<file path="src/rtl/video_pkg.sv">
// Shared video types: pixel word, Wishbone cycle-type codes and
// the frame reader state encoding.
package video_pkg;

   typedef logic [31:0] pixel_t;

   localparam logic [2:0] CTI_CLASSIC = 3'b000;
   localparam logic [2:0] CTI_INCR    = 3'b010;
   localparam logic [2:0] CTI_EOB     = 3'b111;

   typedef enum logic {
      RD_IDLE,
      RD_REQ
   } rd_state_t;

endpackage

</file>
<file path="src/rtl/wshb_if.sv">
// Wishbone pipelined/registered bus bundle with master and slave views.
// Byte addressed, 32-bit address, DATA_BYTES-wide data.
interface wshb_if #(
   parameter int DATA_BYTES = 4
) (
   input logic clk,
   input logic rst
);

   logic [31:0]             adr;
   logic [8*DATA_BYTES-1:0] dat_ms;
   logic [8*DATA_BYTES-1:0] dat_sm;
   logic [DATA_BYTES-1:0]   sel;
   logic                    cyc;
   logic                    stb;
   logic                    we;
   logic                    ack;
   logic                    err;
   logic                    rty;
   logic [2:0]              cti;
   logic [1:0]              bte;

   modport master (
      input  clk, rst,
      output adr, dat_ms, sel, cyc, stb, we, cti, bte,
      input  dat_sm, ack, err, rty
   );

   modport slave (
      input  clk, rst,
      input  adr, dat_ms, sel, cyc, stb, we, cti, bte,
      output dat_sm, ack, err, rty
   );

endinterface

</file>
<file path="src/rtl/frame_addr_gen.sv">
// Linear pixel walker: counts pixels of one frame, wraps at the end,
// restarts on request and turns the pixel index into a byte address.
module frame_addr_gen
   import video_pkg::*;
#(
   parameter int          HDISP     = 800,
   parameter int          VDISP     = 480,
   parameter logic [31:0] BASE_ADDR = 32'h0000_0000,
   parameter int          BURST_LEN = 8
) (
   input  logic        clk,
   input  logic        rst,
   input  logic        advance,
   input  logic        restart,
   output logic [31:0] adr,
   output logic        last_beat
);

   localparam int NPIX = HDISP * VDISP;
   localparam int CW   = $clog2(NPIX);
   localparam int BW   = $clog2(BURST_LEN);

   logic [CW-1:0] pix_cnt;

   // restart wins over advance: an ack seen with a frame sync lands on pixel 0
   always_ff @(posedge clk) begin
      if (rst)
         pix_cnt <= '0;
      else if (restart)
         pix_cnt <= '0;
      else if (advance)
         pix_cnt <= (pix_cnt == CW'(NPIX - 1)) ? '0 : pix_cnt + CW'(1);
   end

   assign adr       = BASE_ADDR + (32'(pix_cnt) << 2);
   assign last_beat = &pix_cnt[BW-1:0];

endmodule

</file>
<file path="src/rtl/wshb_frame_reader.sv">
// Wishbone read master streaming the framebuffer into the pixel FIFO.
// Define WSHB_BURST_EN for incrementing bursts of BURST_LEN beats.
module wshb_frame_reader
   import video_pkg::*;
#(
   parameter int          HDISP     = 800,
   parameter int          VDISP     = 480,
   parameter logic [31:0] BASE_ADDR = 32'h0000_0000,
   parameter int          BURST_LEN = 8
) (
   input  logic   clk,
   input  logic   rst,
   wshb_if.master wshb,
   input  logic   frame_sync,
   input  logic   fifo_wfull,
   output logic   fifo_write,
   output pixel_t fifo_wdata
);

`ifdef WSHB_BURST_EN
   localparam bit BURST = 1'b1;
`else
   localparam bit BURST = 1'b0;
`endif

   rd_state_t   state;
   rd_state_t   state_nxt;
   logic        restart_pend;
   logic        sync;
   logic        hit;
   logic        restart;
   logic        last_beat;
   logic [31:0] adr;

   assign sync    = frame_sync | restart_pend;
   assign hit     = (state == RD_REQ) && wshb.ack;
   assign restart = sync && ((state == RD_IDLE) || hit);

   frame_addr_gen #(
      .HDISP     (HDISP),
      .VDISP     (VDISP),
      .BASE_ADDR (BASE_ADDR),
      .BURST_LEN (BURST_LEN)
   ) u_addr (
      .clk       (clk),
      .rst       (rst),
      .advance   (hit),
      .restart   (restart),
      .adr       (adr),
      .last_beat (last_beat)
   );

   always_ff @(posedge clk) begin
      if (rst)
         state <= RD_IDLE;
      else
         state <= state_nxt;
   end

   // bursts only look at the FIFO level when they start
   always_comb begin
      state_nxt = state;
      unique case (state)
         RD_IDLE: begin
            if (!fifo_wfull)
               state_nxt = RD_REQ;
         end
         RD_REQ: begin
            if (hit) begin
               if (sync || (BURST ? last_beat : fifo_wfull))
                  state_nxt = RD_IDLE;
            end else if (wshb.err || wshb.rty) begin
               state_nxt = RD_IDLE;
            end
         end
         default: state_nxt = RD_IDLE;
      endcase
   end

   always_comb begin
      wshb.cyc    = (state == RD_REQ);
      wshb.stb    = (state == RD_REQ);
      wshb.adr    = adr;
      wshb.we     = 1'b0;
      wshb.sel    = 4'hF;
      wshb.bte    = 2'b00;
      wshb.dat_ms = '0;
      wshb.cti    = CTI_CLASSIC;
      if (BURST && (state == RD_REQ))
         wshb.cti = last_beat ? CTI_EOB : CTI_INCR;
   end

   always_ff @(posedge clk) begin
      if (rst) begin
         restart_pend <= 1'b0;
         fifo_write   <= 1'b0;
         fifo_wdata   <= '0;
      end else begin
         if (restart)
            restart_pend <= 1'b0;
         else if (frame_sync)
            restart_pend <= 1'b1;
         fifo_write <= hit;
         if (hit)
            fifo_wdata <= wshb.dat_sm;
      end
   end

endmodule

</file>
<file path="src/flat_wrapper.sv">
// flat-port wrapper written by rule: the top's interface ports become plain ports
module wshb_frame_reader_flat import video_pkg::*;
#(
   parameter int          HDISP     = 800,
   parameter int          VDISP     = 480,
   parameter logic [31:0] BASE_ADDR = 32'h0000_0000,
   parameter int          BURST_LEN = 8
)
  (clk, rst, frame_sync, fifo_wfull, fifo_write, fifo_wdata, wshb_adr, wshb_dat_ms, wshb_sel, wshb_cyc, wshb_stb, wshb_we, wshb_cti, wshb_bte, wshb_dat_sm, wshb_ack, wshb_err, wshb_rty);
  wshb_if #(.DATA_BYTES(4)) wshb_i (.clk(clk), .rst(rst));
  input  logic clk;
  input  logic rst;
  input  logic frame_sync;
  input  logic fifo_wfull;
  output logic fifo_write;
  output pixel_t fifo_wdata;
  output wire logic [$bits(wshb_i.adr)-1:0] wshb_adr;
  output wire logic [$bits(wshb_i.dat_ms)-1:0] wshb_dat_ms;
  output wire logic [$bits(wshb_i.sel)-1:0] wshb_sel;
  output wire logic [$bits(wshb_i.cyc)-1:0] wshb_cyc;
  output wire logic [$bits(wshb_i.stb)-1:0] wshb_stb;
  output wire logic [$bits(wshb_i.we)-1:0] wshb_we;
  output wire logic [$bits(wshb_i.cti)-1:0] wshb_cti;
  output wire logic [$bits(wshb_i.bte)-1:0] wshb_bte;
  input wire logic [$bits(wshb_i.dat_sm)-1:0] wshb_dat_sm;
  input wire logic [$bits(wshb_i.ack)-1:0] wshb_ack;
  input wire logic [$bits(wshb_i.err)-1:0] wshb_err;
  input wire logic [$bits(wshb_i.rty)-1:0] wshb_rty;
  assign wshb_adr = wshb_i.adr;
  assign wshb_dat_ms = wshb_i.dat_ms;
  assign wshb_sel = wshb_i.sel;
  assign wshb_cyc = wshb_i.cyc;
  assign wshb_stb = wshb_i.stb;
  assign wshb_we = wshb_i.we;
  assign wshb_cti = wshb_i.cti;
  assign wshb_bte = wshb_i.bte;
  assign wshb_i.dat_sm = wshb_dat_sm;
  assign wshb_i.ack = wshb_ack;
  assign wshb_i.err = wshb_err;
  assign wshb_i.rty = wshb_rty;
  wshb_frame_reader #(.HDISP(HDISP), .VDISP(VDISP), .BASE_ADDR(BASE_ADDR), .BURST_LEN(BURST_LEN)) u_core (.clk(clk), .rst(rst), .wshb(wshb_i), .frame_sync(frame_sync), .fifo_wfull(fifo_wfull), .fifo_write(fifo_write), .fifo_wdata(fifo_wdata));
endmodule
</file>
<file path="config.mk">
export PLATFORM = sky130hd
export DESIGN_NAME = wshb_frame_reader_flat
export DESIGN_NICKNAME = d
export VERILOG_FILES = /design/src/rtl/video_pkg.sv /design/src/rtl/wshb_if.sv /design/src/rtl/frame_addr_gen.sv /design/src/rtl/wshb_frame_reader.sv /design/src/flat_wrapper.sv
export SDC_FILE = /design/constraint.sdc
export NUM_CORES = 1
export LEC_CHECK = 0
export BUFFER_PORTS_ARGS = -buffer_cell sky130_fd_sc_hd__buf_2
export CAP_MARGIN = 10
export CORE_ASPECT_RATIO = 0.75
export CORE_MARGIN = 2
export CORE_UTILIZATION = 30
export DETAILED_ROUTE_END_ITERATION = 6
export GPL_ROUTABILITY_DRIVEN = 0
export GPL_TIMING_DRIVEN = 1
export PLACE_DENSITY = 0.65
export SYNTH_ARGS = -nofsm -noshare
export SYNTH_HDL_FRONTEND = slang
export SYNTH_SLANG_ARGS = --single-unit
</file>
<file path="constraint.sdc">
create_clock -name clk -period 3.9 [get_ports clk]
set_input_delay 0.78 -clock clk [delete_from_list [all_inputs] [get_ports clk]]
set_output_delay 0.78 -clock clk [all_outputs]
set_load 0.1 [all_outputs]
</file>
Yosys cells after proc, flatten, opt, wreduce, memory -nomap -nowiden
Cells that the tools add are included.
- register bits: 54
- bits of input ports: 39
- output and inout bits: 109
- logic and storage cells: 21
- add/subtract/negate cells: 1
- equal/unequal tests: 1
- mux-type cells: 6
- bitwise operators: 2
- reduce and logical (&&, ||, !) cells: 6
- operator list (kind ; number):
    adder 19 x 1 -> 19 bit, second input constant ; 1
    == test 19 bit, second input constant ; 1
    two-way mux 19 bit ; 1
    two-way mux 1 bit ; 4
    logical OR 1 bit ; 3
    logical AND 1 bit ; 2
    one-hot mux 1 bit (2 select lines) ; 1
    OR reduction 2 bit ; 1
    inverter 1 bit ; 1
    OR 1 bit ; 1

Depth between registers and ports, before layout
- depth after elaboration: 5
- gate-level depth with buffers: 7
- gate-level depth less buffers: 5

By module
A second synthesis with hierarchy kept.
- cells, all modules: 316
- area, all modules: 2570.0 sq um
- modules (own cells, without submodules) (module ; instances ; cells an instance ; area each (sq um) ; seq. area each (sq um)):
    wshb_frame_reader ; 1 ; 197 ; 1537.7 ; 700.7
    frame_addr_gen ; 1 ; 119 ; 1032.2 ; 380.4

Least setup slack after synthesis
OpenSTA, ideal clock, no wires.
- kind: register -> register
- start: reg u_core.u_addr.pix_cnt[0]
- end: reg u_core.u_addr.pix_cnt[18]
- setup time: 70 ps
- data arrival time: 2435 ps
- required time: 3830 ps
- setup slack: 1395 ps
- stages on the path, launching flop included: 6
- buffers on the path: 0
- period minus slack after synthesis: 2505 ps
- path through: dfxtp_1 ha_1 nand3_2 or4_4 or3_1 a21oi_1
- longest elaborated chain between the ends: 2
- elaborated cells between the ends (all ways): 3
- those cells by class: add/sub (1); eq/ne (1); mux (1)
- ends and longest elaborated chain (what ; line ; text):
    start, declared ; frame_addr_gen.sv:23 ; logic [CW-1:0] pix_cnt;
    start signal, assigned ; frame_addr_gen.sv:32 ; pix_cnt <= (pix_cnt == CW'(NPIX - 1)) ? '0 : pix_cnt + CW'(1);
    adder 19 x 1 -> 19 bit / == test 19 bit (equally long branches) ; frame_addr_gen.sv:32 ;
    two-way mux 19 bit * ; frame_addr_gen.sv:32 ;
Every way passes the cells marked *; elsewhere a longest branch is shown, timed or not.
A chain may end at the register's enable or synchronous reset.

Final worst setup path
- start: reg u_core.state, in the netlist u_core.wshb.cyc
- end: out wshb_stb
- RTL lines (what ; line ; text):
    start, declared ; wshb_frame_reader.sv:26 ; rd_state_t state;
    start signal, assigned ; wshb_frame_reader.sv:57 ; state <= state_nxt;
    end, declared ; flat_wrapper.sv:21 ; output wire logic [$bits(wshb_i.stb)-1:0] wshb_stb;
No word-level cell between the ends.

==> metrics.cfg <==
[grt]
grt_pass1_wl_um=9170
antenna_found_initial=0
grt_pass1_vias=1958
grt_start_max_net_pins=37
grt_overflow=0
track_usage_pct=11.9

[timing]
tightest_slew_ps=1140
setup_viol=0
fin_skew_ps=9.62
rsz0062_at_grt=false
finalCritPeriodShare_pct=52.8
relSlewSlack_pct=23.6
max_freq_mhz=485
hold_violations=0
drv_slew=0
fin_setup_tns_ps=0
fin_crit_ps=2060

[setup_path]
startpoint_type=flop
worstPathArrival_ps=1280
cpMaxStageDelayCell=dfxtp_1
critPathTopFamily=flip-flops
reg2reg_to=u_core.u_addr.pix_cnt[14]
cp.required_ps=3120
cp.buffers_inverters=1
reg2reg_from=u_core.u_addr.pix_cnt[0]
path_class=reg2out
cp-end-kind=output pin
r2r_slack_ps=1890
crit_fanout=9
cp_cell_sequence=buf_2
ff2ff_path_depth=5
slowest_delay_ps=500
cp.depth=1

[detailed_routing]
first_pass_iters=4
ant_nets=0
routed_via_density=4.21
post_drt_wl_per_cell_um=11.1
wl_um=5650
vias=2145
drcViolationCount=0
drt_first_iter_violations=64

[final_layout]
nFillCells=904
design_area_um2=3050
areaGrowthSynthToFinish_pct=19.5
multiInputGateArea_um2=1180
nNetsFinal=441
drive_gt1_share_pct=27.4
seqCellArea_um2=1080
finalCoreUtilization_pct=36.5
diodes=0

[place]
portBuffers=92
hpwl_um=4210
place_area_um2=2880

[power_and_ir_drop]
clockPowerShare_pct=34.9
power_frac_comb_pct=26.6
ir_drop_mv=0.181
p_per_area_nw_per_um2=485
internal_power_mw=0.903
cellLeakagePower_nw=1.36
p_sw_mw=0.576
power.share.sequential_pct=38.6
p_sw_share_pct=39.0

[yosys]
synth_ff_type=dfxtp_1
synth.largest_area_cell=dfxtp_1
avgSynthCellArea_um2=8.05
yosys.area.top_type_share_pct=42.4
synth_compound_area_share_pct=10.0
async_flop_share_pct=0
syn_inst=317
synth_xor_area_share_pct=4.46
synth.distinct_cells=34
synth.cell_area_um2=2550
seq_area_frac_synth_pct=42.4
synth_most_common_cell=nand2_1
synthSimpleGateAreaFrac_pct=23.2
ys_seq_elements=54
synthMuxAreaShare_pct=0
synth_top_family_by_area=simple AND/OR/NAND/NOR gates
yosys-top-cells-area=dfxtp_1 (42%), buf_4 (17%), nand2_1 (11%)
synth_edf_count=0
synth_common_cells=nand2_1 (75), buf_4 (58), dfxtp_1 (54)
yosysWarnings=0
synth_adder_area_share_pct=0.490

[die]
io_pins=148
core-area_um2=8350
rows=29
die-area_um2=9270
die_w_um=110
die_h_um=83.9
start_util_pct=30.6

[min_path]
hp-class=reg2reg
min_from=u_core.fifo_wdata[23]
min_to=u_core.fifo_wdata[23]
whs_path_depth=2

[clocking]
cts_tree=yes
cts_setup_buffers=0
ctsResizeCount=0
clk_pin_slew_ps=70
cts_buffers=5
clock_latency_ps=290
cts_buffer_depth=2
cts.sink_count=54
cts_hold_buf=0
root_buffer=clkbuf_16
cts_max_level=2

[status]
status=finished clean

[job]
drv_cap=0

==> logic make-up (layout without fill, tap and decap cells) <==
logic type	count (synthesis)	in the layout
fa+ha+maj	1	1
simple gates	128	128
other cells	2	55
xor+xnor	13	13
flops	54	54
compound gates	47	47
buf+inv	72	104
==> how the worst max path moves through the flow <==
| stage | from | end |
|---|---|---|
| after floorplan | u_core.u_addr.pix_cnt[0] | u_core.u_addr.pix_cnt[18] |
| after global placement | wshb_ack | u_core.u_addr.pix_cnt[14] |
| after detailed placement | wshb_ack | u_core.u_addr.pix_cnt[14] |
| after CTS | u_core.wshb.cyc | wshb_stb |
| after global routing | u_core.u_addr.pix_cnt[0] | u_core.u_addr.pix_cnt[14] |
| final | u_core.wshb.cyc | wshb_stb |
==> through the flow <==
step | total power, mW | instances | hold WS (ps) | setup slack, ps
2_1_floorplan | 0.982 | 370 | 488 | 1400
3_3_place_gp | 0.975 | 502 | 439 | 1620
3_5_place_dp | 0.977 | 502 | 445 | 1560
4_1_cts | 1.50 | 510 | 455 | 1810
5_1_grt | 1.53 | 510 | 473 | 1670
6_report | 1.48 | 510 | 453 | 1840
==> power groups by stage <==
stage	registers, mW	logic, mW	clock network [mW]
global placement	0.583	0.392	0
finish	0.571	0.393	0.516
floorplan	0.671	0.312	0
detailed placement	0.584	0.393	0
CTS	0.571	0.393	0.532
global route	0.572	0.406	0.553
==> layout by cell type (no fill, tap or decap), types with 2 or more instances in the layout <==
| cell | count |
|---|---|
| or3_1 | 3 |
| buf_2 | 92 |
| inv_1 | 3 |
| conb_1 | 55 |
| o21ai_0 | 4 |
| nor3_1 | 5 |
| clkbuf_16 | 5 |
| nor2_1 | 18 |
| or4_4 | 2 |
| xor2_1 | 3 |
| nand2_1 | 75 |
| nor4_1 | 5 |
| nand4_1 | 6 |
| xnor2_1 | 10 |
| a21oi_1 | 37 |
| dfxtp_1 | 54 |
| nand3_1 | 4 |
==> per-layer routing <==
layer / GRT usage [%] / vias up / share of wire [%] / routed length (µm)
met1: 15.1 / 981 / 46 / 2610
met4: 3.07 / 0 / 0.35 / 20
met2: 19.7 / 64 / 47 / 2650
li1: - / 1098 / - / -
met3: 3.70 / 2 / 6.6 / 372
met5: 0 / - / 0 / 0
==> state kept, by name, indices dropped and copies added (netlist names) <==
signal	flops
u_core.fifo_wdata	32
u_core.fifo_write	1
u_core.restart_pend	1
u_core.u_addr.pix_cnt	19
u_core.wshb.cyc	1
==> final cells by class <==
cell class | instances | area share, %
multi-input combinational | 244 | 38.7
timing repair buffer | 93 | 15.3
tap | 108 | 4.43
clock inverter | 3 | 1.56
clock buffer | 5 | 4.10
sequential | 54 | 35.5
inverter | 3 | 0.369
(Power assumes the default switching activity.)
